`src/rtl/ext_mem_arbiter.sv`:
```
// ext_mem_arbiter: shares one single-port external memory between CLIENTS delay
// lines. On each sample tick every client's read (and optional write) is
// snapshotted, then issued serially to memory; read data is collected in a
// staging buffer and published to the clients on the following tick.
//
// Ports:
//   clk_i, srst_i            clock, synchronous active-high reset
//   sample_tick_i            one-cycle strobe per audio sample
//   cl_write_enable_i        per-client write request
//   cl_write_address_i       per-client write address, client k at [k*AWIDTH +: AWIDTH]
//   cl_writedata_i           per-client write data
//   cl_read_address_i        per-client read address
//   cl_readdata_o            per-client read data, updated only on an accepted tick
//   mem_req_o/mem_we_o       memory request, 1 = write
//   mem_addr_o               {client index, client address}
//   mem_wrdata_o             memory write data
//   mem_ready_i              memory accepts the current request
//   mem_rddata_i/_valid_i    in-order read return
//   busy_o                   round in progress
//   overrun_o                sticky: tick arrived while a round was in progress
module ext_mem_arbiter #(
  parameter int unsigned CLIENTS   = 4,
  parameter int unsigned DWIDTH    = 16,
  parameter int unsigned AWIDTH    = 16,
  parameter int unsigned CIDX_W    = (CLIENTS > 1) ? $clog2(CLIENTS) : 1,
  parameter int unsigned RDQ_DEPTH = 4
) (
  input  logic                      clk_i,
  input  logic                      srst_i,
  input  logic                      sample_tick_i,
  input  logic [CLIENTS-1:0]        cl_write_enable_i,
  input  logic [CLIENTS*AWIDTH-1:0] cl_write_address_i,
  input  logic [CLIENTS*DWIDTH-1:0] cl_writedata_i,
  input  logic [CLIENTS*AWIDTH-1:0] cl_read_address_i,
  output logic [CLIENTS*DWIDTH-1:0] cl_readdata_o,
  output logic                      mem_req_o,
  output logic                      mem_we_o,
  output logic [CIDX_W+AWIDTH-1:0]  mem_addr_o,
  output logic [DWIDTH-1:0]         mem_wrdata_o,
  input  logic                      mem_ready_i,
  input  logic [DWIDTH-1:0]         mem_rddata_i,
  input  logic                      mem_rddata_valid_i,
  output logic                      busy_o,
  output logic                      overrun_o
);

  localparam int unsigned PTR_W = (RDQ_DEPTH > 1) ? $clog2(RDQ_DEPTH) : 1;
  localparam int unsigned CNT_W = $clog2(RDQ_DEPTH + 1);
  localparam int unsigned MAW   = CIDX_W + AWIDTH;

  typedef enum logic [1:0] {
    IDLE_S  = 2'd0,
    ISSUE_S = 2'd1,
    DRAIN_S = 2'd2
  } state_e;

  state_e              state_q, state_d;
  logic [CIDX_W-1:0]   cli_q, cli_d;
  logic                ph_q, ph_d;           // 0 = read phase, 1 = write phase

  logic [CLIENTS-1:0]  snap_we_q;
  logic [AWIDTH-1:0]   snap_waddr_q [CLIENTS];
  logic [DWIDTH-1:0]   snap_wdata_q [CLIENTS];
  logic [AWIDTH-1:0]   snap_raddr_q [CLIENTS];

  logic                req_q, req_d;
  logic                we_q, we_d;
  logic [MAW-1:0]      addr_q, addr_d;
  logic [DWIDTH-1:0]   wrdata_q, wrdata_d;

  logic [CIDX_W-1:0]   rdq_q [RDQ_DEPTH];
  logic [PTR_W-1:0]    wptr_q, wptr_d, rptr_q, rptr_d;
  logic [CNT_W-1:0]    cnt_q, cnt_d;

  logic [DWIDTH-1:0]   stage_q [CLIENTS];
  logic [CLIENTS*DWIDTH-1:0] rd_out_q;
  logic                overrun_q, overrun_d;
  logic                busy_q;

  logic                hs, push, pop, snap_en;

  // Next-state, request and read-ID FIFO bookkeeping
  always_comb begin
    state_d   = state_q;
    cli_d     = cli_q;
    ph_d      = ph_q;
    overrun_d = overrun_q;
    snap_en   = 1'b0;
    wptr_d    = wptr_q;
    rptr_d    = rptr_q;
    cnt_d     = cnt_q;

    hs   = req_q & mem_ready_i;
    push = hs & ~we_q;
    // A return with nothing outstanding is stray data and is dropped
    pop  = mem_rddata_valid_i & (cnt_q != '0);

    if (push) begin
      wptr_d = (wptr_q == PTR_W'(RDQ_DEPTH - 1)) ? '0 : wptr_q + PTR_W'(1);
    end
    if (pop) begin
      rptr_d = (rptr_q == PTR_W'(RDQ_DEPTH - 1)) ? '0 : rptr_q + PTR_W'(1);
    end
    case ({push, pop})
      2'b10:   cnt_d = cnt_q + CNT_W'(1);
      2'b01:   cnt_d = cnt_q - CNT_W'(1);
      default: cnt_d = cnt_q;
    endcase

    case (state_q)
      IDLE_S: begin
        if (sample_tick_i) begin
          snap_en = 1'b1;
          state_d = ISSUE_S;
          cli_d   = '0;
          ph_d    = 1'b0;
        end
      end
      ISSUE_S: begin
        if (sample_tick_i) overrun_d = 1'b1;
        if (hs) begin
          if (!ph_q && snap_we_q[cli_q]) begin
            ph_d = 1'b1;
          end else if (cli_q == CIDX_W'(CLIENTS - 1)) begin
            state_d = DRAIN_S;
          end else begin
            cli_d = cli_q + CIDX_W'(1);
            ph_d  = 1'b0;
          end
        end
      end
      DRAIN_S: begin
        if (sample_tick_i) overrun_d = 1'b1;
        if (cnt_q == '0) state_d = IDLE_S;
      end
      default: state_d = IDLE_S;
    endcase

    // Request is raised from the cycle after entering ISSUE_S so it is built
    // from settled snapshot registers; a read waits for a free FIFO slot.
    req_d    = (state_q == ISSUE_S) && (state_d == ISSUE_S) &&
               (ph_d || (cnt_d < CNT_W'(RDQ_DEPTH)));
    we_d     = ph_d;
    addr_d   = {cli_d, (ph_d ? snap_waddr_q[cli_d] : snap_raddr_q[cli_d])};
    wrdata_d = snap_wdata_q[cli_d];
  end

  // State, snapshot, FIFO, staging and output registers
  always_ff @(posedge clk_i) begin
    if (srst_i) begin
      state_q   <= IDLE_S;
      cli_q     <= '0;
      ph_q      <= 1'b0;
      snap_we_q <= '0;
      req_q     <= 1'b0;
      we_q      <= 1'b0;
      addr_q    <= '0;
      wrdata_q  <= '0;
      wptr_q    <= '0;
      rptr_q    <= '0;
      cnt_q     <= '0;
      rd_out_q  <= '0;
      overrun_q <= 1'b0;
      busy_q    <= 1'b0;
      for (int k = 0; k < CLIENTS; k++) begin
        snap_waddr_q[k] <= '0;
        snap_wdata_q[k] <= '0;
        snap_raddr_q[k] <= '0;
        stage_q[k]      <= '0;
      end
      for (int i = 0; i < RDQ_DEPTH; i++) begin
        rdq_q[i] <= '0;
      end
    end else begin
      state_q   <= state_d;
      cli_q     <= cli_d;
      ph_q      <= ph_d;
      req_q     <= req_d;
      we_q      <= we_d;
      addr_q    <= addr_d;
      wrdata_q  <= wrdata_d;
      wptr_q    <= wptr_d;
      rptr_q    <= rptr_d;
      cnt_q     <= cnt_d;
      overrun_q <= overrun_d;
      busy_q    <= (state_d != IDLE_S);

      if (snap_en) begin
        snap_we_q <= cl_write_enable_i;
        for (int k = 0; k < CLIENTS; k++) begin
          snap_waddr_q[k] <= cl_write_address_i[k*AWIDTH +: AWIDTH];
          snap_wdata_q[k] <= cl_writedata_i[k*DWIDTH +: DWIDTH];
          snap_raddr_q[k] <= cl_read_address_i[k*AWIDTH +: AWIDTH];
          rd_out_q[k*DWIDTH +: DWIDTH] <= stage_q[k];
        end
      end

      if (push) rdq_q[wptr_q] <= cli_q;
      if (pop)  stage_q[rdq_q[rptr_q]] <= mem_rddata_i;
    end
  end

  assign cl_readdata_o = rd_out_q;
  assign mem_req_o     = req_q;
  assign mem_we_o      = we_q;
  assign mem_addr_o    = addr_q;
  assign mem_wrdata_o  = wrdata_q;
  assign busy_o        = busy_q;
  assign overrun_o     = overrun_q;

endmodule

```
`config.mk`:
```
export PLATFORM = sky130hd
export DESIGN_NAME = ext_mem_arbiter
export DESIGN_NICKNAME = d
export VERILOG_FILES = /design/src/rtl/ext_mem_arbiter.sv
export SDC_FILE = /design/constraint.sdc
export NUM_CORES = 1
export LEC_CHECK = 0
export CORE_MARGIN = 2
export CORE_UTILIZATION = 40
export CTS_CLUSTER_DIAMETER = 150
export DETAILED_ROUTE_END_ITERATION = 10
export PLACE_DENSITY = 0.67
export RECOVER_POWER = 100
export SLEW_MARGIN = 5
export SYNTH_ARGS = -nofsm -noshare
export SYNTH_HDL_FRONTEND = slang
export SYNTH_SLANG_ARGS = --single-unit
```
`constraint.sdc`:
```
create_clock -name clk_i -period 6.5 [get_ports clk_i]
set_input_delay 0.975 -clock clk_i [delete_from_list [all_inputs] [get_ports clk_i]]
set_output_delay 0.975 -clock clk_i [all_outputs]
set_load 0.05 [all_outputs]
```
==> flow_summary.json, run 1 <==
{
  "overflow": 0,
  "drtAntennaViolNets": 0,
  "clock_sinks": 381,
  "seqCellArea_um2": 10300,
  "dieWidth_um": 200,
  "outcome": "complete, but fails checks",
  "synth_area_um2": 15400,
  "path_clk_slew_ns": 0.06,
  "post_cts_buffers": 0,
  "drive_gt1_share_pct": 5.36,
  "tightest_slew_ns": 3.04,
  "ys_ff_latch": 381,
  "synth_async_sr_flop_share_pct": 0,
  "critPathMaxStageDelay_ns": 1.78,
  "postCtsHoldBufs": 0,
  "area_delta_synth_final_pct": 30.8,
  "hold-path-endpoint": "cl_readdata_o[48]",
  "multiInputGateArea_um2": 4660,
  "grt_first_pass_wirelength_um": 60100,
  "min-delay-start": "cl_readdata_o[48]",
  "leakage_nw": 7.52,
  "dieArea_um2": 40000,
  "reg2reg_depth": 9,
  "synth_compound_area_share_pct": 8.67,
  "r2r-end": "mem_addr_o[11]",
  "ys.flop_type": "edfxtp_1",
  "slew_violations": 301,
  "cts_tree": "yes",
  "violations": "capacitance limit, slew limit",
  "relSlewSlack_pct": -103,
  "core_area_um2": 37800,
  "drc": 0,
  "clockBufferDepth": 3,
  "ctsHtreeMaxLevel": 2,
  "synthMuxAreaShare_pct": 0.619,
  "r2r_setup_slack_ns": 2.07,
  "min_path_cells": 2,
  "nets": 1816,
  "critPathSlowestCell": "and3b_1",
  "fin_crit_ns": 4.66,
  "synth_top_family_by_area": "simple AND/OR/NAND/NOR gates",
  "cap_violations": 6,
  "rsz0062_at_grt": "no",
  "synth-edff-count": 264,
  "wire_per_inst_um": 19.1,
  "finalSetupTns_ns": 0,
  "cp-start-kind": "input pin",
  "portBuffers": 318,
  "powerDensity_nw_per_um2": 276,
  "hold_viol": 0,
  "yosys_warnings": 0,
  "fill_cells": 3251,
  "antenna_found_initial": 3,
  "timing.fmax_mhz": 214,
  "first_pass_iters": 7,
  "syn_inst": 1310,
  "setup_viol": 0,
  "ys_seq_area_share_pct": 66.8,
  "insertion_delay_ns": 0.54,
  "vias_per_cell": 5.07,
  "core.rowCount": 71,
  "crit_type": "input pin to register",
  "final_common_cell": "edfxtp_1",
  "ctsResizeCount": 0,
  "synthAdderAreaFrac_pct": 0.700,
  "critPathArrivalTime_ns": 5.11,
  "die_y_um": 200,
  "grt.total_usage_pct": 20.0,
  "vias": 10800,
  "fin_crit_sh_pct": 71.7,
  "initial_core_util_pct": 40.7,
  "grt_pass1_vias": 10600,
  "peakVddDrop_v": 0.000165,
  "ioPinCount": 319,
  "root_buffer": "clkbuf_16",
  "final_util_pct": 53.3,
  "avgSynthCellArea_um2": 11.7,
  "synth-xor-area-share_pct": 0.171,
  "critical_path.cell_chain": "dlygate4sd3_1 > mux2i_1 > o21ai_0 > and3b_1 > buf_4 > nand2_1 > a32o_1 > o22ai_1",
  "r2r_start": "state_q[1]",
  "grt_max_degree": 158,
  "crit_fanout": 55,
  "finClkSkew_ns": 0.0265,
  "synth_nets": 1535,
  "wirelength_um": 40700,
  "endpoint_kind": "register",
  "synthSimpleGateAreaFrac_pct": 20.1,
  "ys_types": 47,
  "required_ns": 6.94,
  "initialDrtViolationCount": 777,
  "place_congestion": 0.902,
  "dp.final_hpwl_um": 28100,
  "cts_buffers": 40,
  "timing.hold.worst.class": "register to register",
  "final_cell_mix": "264 x edfxtp_1, 245 x nand2_1, 212 x clkdlybuf4s50_1"
}
==> critical path: cells and delay by family <==
kind                   cells  cell delay (ns)
AND/OR/NAND/NOR            2             1.88
buffers and inverters      2             1.26
AO/OA/AOI/OAI              3             0.81
multiplexers               1             0.11
==> cell type report <==
class                      count  area share (%)
clock inverter                21           0.697
timing repair buffer         332            16.4
multi-input combinational    828            23.2
clock buffer                  52            5.30
inverter                       8           0.149
antenna                        4          0.0498
sequential                   381            51.1
tap                          511            3.18
==> how the worst max path moves through the flow <==
stage                        from                  to  slack [ns]  cells after the start
floorplan                  srst_i  snap_raddr_q[0][0]        2.00                      3
global placement    sample_tick_i       mem_addr_o[0]        2.55                      8
detailed placement  sample_tick_i      mem_addr_o[10]        2.47                      8
CTS                 sample_tick_i      mem_addr_o[10]        3.02                      8
global route        sample_tick_i              busy_o        1.46                      5
finish              sample_tick_i      mem_addr_o[11]        1.84                      8
==> logic make-up after synthesis <==
| logic type | after synthesis |
|---|---|
| multiplexers | 6 |
| adder cells (fa/ha/maj) | 8 |
| buffers and inverters | 101 |
| AO/OA/AOI/OAI | 205 |
| AND/OR/NAND/NOR | 606 |
| flip-flops | 381 |
| XOR/XNOR | 3 |
==> metal layers <==
metal / up-vias / routed length (um) / share of wire, % / GRT usage, %
li1: 5135 / - / - / -
met1: 5249 / 16600 / 41 / 25.2
met2: 369 / 20200 / 50 / 34.2
met3: 77 / 2640 / 6.5 / 3.81
met4: 0 / 1340 / 3.3 / 7.46
met5: - / 0 / 0 / 0
==> flip-flops by register name (all words and copies together), names as in the netlist, 2 cells and up, named ones only <==
| register | cells |
|---|---|
| wptr_q | 2 |
| snap_waddr_q | 64 |
| snap_we_q | 4 |
| cnt_q | 3 |
| rdq_q | 8 |
| rptr_q | 2 |
| stage_q | 64 |
| cli_q | 2 |
| snap_raddr_q | 64 |
| mem_wrdata_o | 16 |
| cl_readdata_o | 64 |
| state_q | 2 |
| mem_addr_o | 16 |
| snap_wdata_q | 64 |
==> power breakdown <==
group / switching, W / leakage, nW / internal, W
Clock: 0.000923 / 0.599 / 0.00120
Sequential: 0.0000692 / 3.79 / 0.00278
Combinational: 0.000337 / 3.13 / 0.000243
==> per-stage QoR <==
step                      total power (W)  setup WS [ns]  std cells  cell area (um^2)  hold WS, ns
after floorplan                   0.00320           2.00       1310             15400        0.436
after global placement            0.00349           2.55       2059             18900        0.442
after detailed placement          0.00349           2.47       2059             18900        0.445
after CTS                         0.00562           3.02       2132             20100        0.453
after global routing              0.00574           1.46       2135             20100        0.469
final                             0.00555           1.84       2137             20100        0.448
==> synthesized netlist by cell type, types with 4 or more instances <==
master | n | share of area (%)
edfxtp_1 | 264 | 52
and2_1 | 257 | 10
nand2_1 | 245 | 6.0
dfxtp_1 | 117 | 15
a21oi_1 | 97 | 3.2
clkbuf_1 | 64 | 1.6
a31oi_1 | 33 | 1.3
a32o_1 | 32 | 2.1
nand3_1 | 32 | 1.0
nor2_1 | 25 | 0.61
and3_1 | 17 | 0.69
buf_2 | 17 | 0.55
o22ai_1 | 16 | 0.65
a21oi_2 | 10 | 0.57
nor3_1 | 8 | 0.26
ha_1 | 7 | 0.57
inv_1 | 7 | 0.17
nand2b_1 | 6 | 0.24
buf_6 | 5 | 0.37
nor2b_1 | 5 | 0.20
or2_2 | 5 | 0.20
o21ai_0 | 4 | 0.13
(Power assumes the default switching activity.)
==> run 2, diff against run 1 <==
PLACE_DENSITY = not set   (was 0.67)
clock period = 4.3 ns   (was 6.5 ns; I/O delays follow)
==> run 2 against run 1 <==
Compared with the run above:
- the run still ends with capacitance limit, slew limit left
- clock-buffer cell count up 5
- utilization is 0.42 points higher
- routed wire length shrank 2.0%
- global-route usage decreased by 0.061 points
- sequential power rose by 51%
- design area up 0.80%
- first-iteration DRC count down 8.9%
- clock power is 65% higher
- clock skew shrank 0.0033 ns
- flip-flop and latch count stayed put
- critical path depth unchanged
- critical path type is now register to register
- largest power group unchanged
- highest routed layer unchanged
==> flow_summary.json, run 2 (synthesis gave the netlist of run 1 again) <==
{
  "grt_max_degree": 193,
  "final_common_cell": "edfxtp_1",
  "fin_crit_sh_pct": 80.6,
  "rsz0062_at_grt": "no",
  "dp_slack_ns": 0.899,
  "slew_violations": 293,
  "grt.total_usage_pct": 19.9,
  "initial_core_util_pct": 40.7,
  "vias_per_cell": 4.90,
  "nets": 1823,
  "area_delta_synth_final_pct": 31.9,
  "setup_viol": 0,
  "wirelength_um": 39900,
  "insertion_delay_ns": 0.54,
  "die_y_um": 200,
  "drc": 0,
  "timing.hold.worst.class": "register to register",
  "drive_gt1_share_pct": 5.82,
  "vias": 10500,
  "setup_ws_ns": 0.833,
  "crit_type": "register to register",
  "clock_sinks": 381,
  "final_cell_mix": "264 x edfxtp_1, 245 x nand2_1, 214 x clkdlybuf4s50_1",
  "cp-start-kind": "register",
  "post_cts_buffers": 0,
  "crit_fanout": 34,
  "ioPinCount": 319,
  "initialDrtViolationCount": 708,
  "finalSetupTns_ns": 0,
  "cts_tree": "yes",
  "tightest_slew_ns": 1.63,
  "portBuffers": 318,
  "whs_ns": 0.450,
  "relSlewSlack_pct": -8.79,
  "powerDensity_nw_per_um2": 427,
  "violations": "capacitance limit, slew limit",
  "drtAntennaViolNets": 0,
  "core.rowCount": 71,
  "dieArea_um2": 40000,
  "hold_viol": 0,
  "leakage_nw": 7.63,
  "wire_per_inst_um": 18.6,
  "fin_crit_ns": 3.47,
  "postCtsHoldBufs": 0,
  "outcome": "complete, but fails checks",
  "timing.fmax_mhz": 288,
  "ctsResizeCount": 0,
  "clockBufferDepth": 3,
  "finClkSkew_ns": 0.0232,
  "path_clk_slew_ns": 0.06,
  "antenna_found_initial": 3,
  "root_buffer": "clkbuf_16",
  "place_congestion": 0.818,
  "peakVddDrop_v": 0.000219,
  "endpoint_kind": "register",
  "grt_pass1_vias": 10600,
  "grt_first_pass_wirelength_um": 59900,
  "core_area_um2": 37800,
  "dieWidth_um": 200,
  "cap_violations": 4,
  "ctsHtreeMaxLevel": 2,
  "first_pass_iters": 5,
  "cts_buffers": 41,
  "critPathArrivalTime_ns": 3.92,
  "final_util_pct": 53.7,
  "overflow": 0,
  "dp.final_hpwl_um": 27500,
  "required_ns": 4.75
}
run 2: cell types whose count changed in the layout (fill, tap and decap cells not counted), sizes merged, moves of 2 or more:
cell | before | now
clkbuf | 57 | 69
clkinv | 20 | 13
clkinvlp | 0 | 2
dlygate4sd3 | 105 | 103
clkdlybuf4s50 | 212 | 214
bufinv | 1 | 3
run 2: layout make-up:
| cell class | count | area, um^2 |
|---|---|---|
| inverters | 8 | 30.0 |
| well taps | 511 | 639 |
| flip-flops and latches | 381 | 10300 |
| diodes | 3 | 7.51 |
| multi-input cells | 828 | 4670 |
| fillers | 3335 | 17500 |
| repair buffers | 338 | 3320 |
| clock inverters | 19 | 181 |
| clock buffers | 57 | 1160 |
run 2: path summary, 6_finish.rpt:
kind | from | endpoint | slack, ns | depth (start not counted)
hold reg to reg | cl_readdata_o[60] | cl_readdata_o[60] | 0.45 | 2
setup reg to reg | state_q[1] | mem_wrdata_o[9] | 0.83 | 8
hold / removal | cl_readdata_o[60] | cl_readdata_o[60] | 0.45 | 2
setup / recovery | state_q[1] | mem_wrdata_o[9] | 0.83 | 8
run 2: metrics by stage:
stage          area, um^2  power (W)  std cells
2_1_floorplan       15400    0.00483       1310
3_3_place_gp        19000    0.00527       2066
3_5_place_dp        19000    0.00528       2066
4_1_cts             20400    0.00878       2142
5_1_grt             20300    0.00897       2145
6_report            20300    0.00865       2145
run 2: where the power goes:
group | total, W | internal [W] | leakage [nW] | switching (W)
Clock | 0.00349 | 0.00207 | 0.654 | 0.00142
Combinational | 0.000879 | 0.000364 | 3.19 | 0.000514
Sequential | 0.00429 | 0.00420 | 3.79 | 0.0000897
run 2: worst max-delay path, stage by stage (launching register included):
cell and delay [ns]:
dfxtp_1 0.40, inv_1 0.08, ha_1 0.30, and3_1 0.26
a31oi_1 0.33, or2_1 1.19, buf_4 0.47, nand3_1 0.13
a31oi_1 0.21
run 2: per-layer routing:
metal / GRT usage [%] / vias up / part of all wire, %
li1: - / 5151 / -
met2: 32.3 / 327 / 48
met4: 6.86 / 0 / 2.6
met1: 26.5 / 4977 / 43
met3: 4.32 / 65 / 6.7
met5: 0 / - / 0
==> run 3, diff against run 2 <==
clock period = 3.3 ns   (was 4.3 ns; I/O delays follow)
==> run 3 against run 2 <==
Compared with the run above:
- die area unchanged
- power up 28%
- final cell count up 0.51%
- non-clock buffer count up 11
- clock power up 25%
- worst hold slack worse by 0.036 ns
- routed wire length up 2.4%
- largest cell class unchanged
- the flow still finishes with violations (capacitance limit, slew limit)
- clock-buffer cell count up 3
==> flow_summary.json, run 3 (synthesis gave the netlist of run 1 again) <==
{
  "finalSetupTns_ns": 0,
  "grt_max_degree": 127,
  "dieArea_um2": 40000,
  "hold_viol": 0,
  "slew_violations": 295,
  "wirelength_um": 40800,
  "fill_cells": 3304,
  "final_cells": 2156,
  "timing.fmax_mhz": 351,
  "ioPinCount": 319,
  "post_cts_buffers": 0,
  "overflow": 0,
  "cap_violations": 3,
  "ctsResizeCount": 0,
  "initial_core_util_pct": 40.7,
  "initialDrtViolationCount": 796,
  "leakage_nw": 7.63,
  "finClkSkew_ns": 0.0145,
  "place_congestion": 0.797,
  "required_ns": 3.74,
  "cts_tree": "yes",
  "drc": 0,
  "antenna_found_initial": 8,
  "critPathArrivalTime_ns": 3.28,
  "postCtsHoldBufs": 0,
  "r2r_setup_slack_ns": 0.45,
  "ctsHtreeMaxLevel": 2,
  "area_delta_synth_final_pct": 32.2,
  "multiInputGateArea_um2": 4660,
  "timing.hold.worst.class": "input pin to register",
  "crit_type": "register to register",
  "clockBufferDepth": 3,
  "final_common_cell": "edfxtp_1",
  "seqCellArea_um2": 10300,
  "setup_viol": 0,
  "relSlewSlack_pct": -16.0,
  "clock_sinks": 381,
  "cts_buffers": 41,
  "cp-start-kind": "register",
  "dp.final_hpwl_um": 28500,
  "wire_per_inst_um": 18.9,
  "core.rowCount": 71,
  "core_area_um2": 37800,
  "die_y_um": 200,
  "insertion_delay_ns": 0.54,
  "tightest_slew_ns": 1.74,
  "first_pass_iters": 5,
  "portBuffers": 318,
  "rsz0062_at_grt": "no",
  "fin_crit_ns": 2.85,
  "outcome": "complete, but fails checks",
  "fin_crit_sh_pct": 86.2,
  "violations": "capacitance limit, slew limit",
  "powerDensity_nw_per_um2": 546,
  "final_cell_mix": "264 x edfxtp_1, 244 x nand2_1, 214 x clkdlybuf4s50_1",
  "grt_first_pass_wirelength_um": 61200,
  "vias_per_cell": 4.95,
  "endpoint_kind": "register",
  "drive_gt1_share_pct": 6.34,
  "grt.total_usage_pct": 20.3,
  "grt_pass1_vias": 10600,
  "vias": 10700,
  "crit_fanout": 19,
  "path_clk_slew_ns": 0.06,
  "dp_cells": 2077,
  "root_buffer": "clkbuf_16",
  "peakVddDrop_v": 0.000357,
  "drtAntennaViolNets": 0,
  "dieWidth_um": 200,
  "nets": 1834
}
run 3: changes by cell type in the layout (fill, tap and decap cells not counted), moves of 2 or more:
| cell | before | now |
|---|---|---|
| and2_1 | 142 | 103 |
| buf_4 | 7 | 13 |
| buf_12 | 2 | 5 |
| clkinv_2 | 7 | 5 |
| and2_0 | 115 | 153 |
| clkbuf_2 | 3 | 6 |
| bufinv_16 | 3 | 1 |
| clkinv_1 | 5 | 7 |
run 3: path summary, 6_finish.rpt:
path	startpoint	endpoint	depth (start not counted)
min reg2reg	cl_readdata_o[61]	cl_readdata_o[61]	2
max reg2reg	state_q[1]	mem_wrdata_o[0]	9
max	state_q[1]	mem_wrdata_o[0]	9
min	srst_i	overrun_o	2
run 3: metrics by stage:
step	hold slack (ns)	power [W]	util (%)	worst slack, ns	area, um^2
floorplan	0.436	0.00629	-	0.392	15400
global placement	0.443	0.00688	50.6	0.319	19100
detailed placement	0.448	0.00689	50.6	0.307	19100
CTS	0.420	0.0113	54.0	0.576	20400
global route	0.435	0.0115	53.8	0.160	20300
finish	0.414	0.0111	53.8	0.455	20300
run 3: report_power, final:
| group | switching, W | internal (W) |
|---|---|---|
| registers | 0.000123 | 0.00547 |
| clock network | 0.00181 | 0.00256 |
| logic | 0.000667 | 0.000477 |
run 3: layout make-up:
| class | instances | area share (%) |
|---|---|---|
| flip-flops and latches | 381 | 50.5 |
| multi-input cells | 828 | 22.9 |
| well taps | 511 | 3.15 |
| diodes | 4 | 0.0492 |
| clock inverters | 15 | 0.499 |
| repair buffers | 349 | 16.9 |
| clock buffers | 60 | 5.80 |
| inverters | 8 | 0.148 |
run 3: critical path, cell delays in order, from the launching register on:
cell and delay [ns]:
dfxtp_1 0.35, inv_1 0.08, ha_1 0.34, mux2i_1 0.15, o21ai_0 0.39, and3b_4 0.49, clkbuf_2 0.42, and3_1 0.22
a31oi_1 0.06, a31oi_1 0.25
run 3: metal layers:
metal	part of all wire [%]	GRT usage, %	vias to the layer above
li1	-	-	5164
met1	42	27.1	5117
met2	49	33.0	337
met3	7.5	4.92	58
met4	2.0	5.95	4
met5	0.044	0	-
==> RTL change, RTL diff (flow settings as in run 2) <==
Encoding of `state_e`: now one-hot (3 bits for 3 states).
--- a/src/rtl/ext_mem_arbiter.sv
+++ b/src/rtl/ext_mem_arbiter.sv
@@ -48,10 +48,10 @@
   localparam int unsigned CNT_W = $clog2(RDQ_DEPTH + 1);
   localparam int unsigned MAW   = CIDX_W + AWIDTH;
 
-  typedef enum logic [1:0] {
-    IDLE_S  = 2'd0,
-    ISSUE_S = 2'd1,
-    DRAIN_S = 2'd2
+  typedef enum logic [2:0] {
+    IDLE_S  = 3'b001,
+    ISSUE_S = 3'b010,
+    DRAIN_S = 3'b100
   } state_e;
 
   state_e              state_q, state_d;
Check against the original RTL: no difference found for any inputs over 4 cycles, from zero or initial values and one cycle with srst_i high; so few cycles prove little.
==> RTL change against run 2 <==
The run still ends with max-capacitance violations, max-slew violations left. Wire length down 5.4%. Worst setup slack better by 0.14 ns. Area after synthesis down 0.26%. Final area down 0.62%. Power down 0.49%. Sequential cell count up 1. Critical path depth up 1. Die area down 0.25%. Critical endpoint is now mem_addr_o[11].
==> RTL change: results <==
{
  "synth_common_cells": "edfxtp_1, and2_1, nand2_1, dfxtp_1, mux2i_1",
  "max_freq_mhz": 300.9,
  "crit_arrival_ns": 3.72,
  "slew_headroom": -0.5752,
  "cp-startpoint": "sample_tick_i",
  "synth_compound_area_frac": 0.06382,
  "fin_skew_ns": 0.02949,
  "r2r-end": "stage_q[2][10]",
  "via_per_inst": 4.797,
  "synth_top_cells_by_area": "edfxtp_1, dfxtp_1, and2_1",
  "grt_pass1_vias": 9601,
  "layout-drive-gt1-share": 0.05504,
  "power.switching_mw": 1.977,
  "synthMuxAreaShare": 0.06839,
  "status": "complete, but fails checks",
  "violations": "max-capacitance violations, max-slew violations",
  "synth_xor_area_frac": 0.002285,
  "place_hpwl_um": 25670,
  "grtUsageTotal": 0.1862,
  "dr.pass1.iters": 4,
  "synth.distinct_cells": 53,
  "cap_viol_max_count": 4,
  "synthAdderAreaFrac": 0.003754,
  "drt_iter0_markers": 630,
  "p_leak_nw": 7.319,
  "fin_nets": 1697,
  "min-delay-start": "cl_readdata_o[34]",
  "rr_worst_depth": 4,
  "gp_congestion": 0.8060,
  "antenna_found_initial": 2,
  "final_max_slew_viol_count": 438
}
RTL change: changes by cell type after synthesis, sizes merged, moves of 16 or more:
| cell | change |
|---|---|
| nand2 | -98 |
| mux2i | +96 |
| a32o | -32 |
| nand3 | -30 |
| and3 | -16 |
| a21oi | -34 |
| o22a | +16 |
| a31oi | -32 |
| o221ai | +16 |
RTL change: critical path, cell delays in order:
cell	delay, ns
dlygate4sd3_1	0.59
nand4bb_2	0.17
buf_4	0.29
nand2_1	0.11
a21o_1	0.10
clkbuf_1	0.89
or2_1	0.20
clkbuf_2	0.46
o221ai_1	0.23
RTL change: power by group through the flow:
stage	sequential [mW]	combinational [mW]	clock [mW]
2_1_floorplan	4.50	0.286	0
3_3_place_gp	4.36	0.856	0
3_5_place_dp	4.36	0.866	0
4_1_cts	4.28	0.869	3.57
5_1_grt	4.31	0.888	3.72
6_report	4.29	0.823	3.50
RTL change: metal layers:
metal  part of all wire  GRT usage
met5                  0          0
met4              0.030    0.06063
met3              0.051    0.02638
met2               0.46     0.2940
met1               0.45     0.2658
RTL change: final cells by class:
class / instances / area, um^2
fillers: 3295 / 17520
flip-flops and latches: 382 / 10290
multi-input cells: 708 / 4542
repair buffers: 334 / 3284
clock buffers: 57 / 1136
well taps: 511 / 639.4
clock inverters: 18 / 216.5
inverters: 9 / 33.78
diodes: 2 / 5.005
RTL change: per-stage QoR:
step / cell area [um^2] / cells / power [mW] / hold slack [ns]
6_report: 20150 / 2021 / 8.611 / 0.4483
5_1_grt: 20150 / 2021 / 8.916 / 0.4681
4_1_cts: 20310 / 2019 / 8.725 / 0.4545
3_5_place_dp: 18960 / 1944 / 5.225 / 0.4468
3_3_place_gp: 18960 / 1944 / 5.217 / 0.4426
2_1_floorplan: 15330 / 1178 / 4.789 / 0.4329
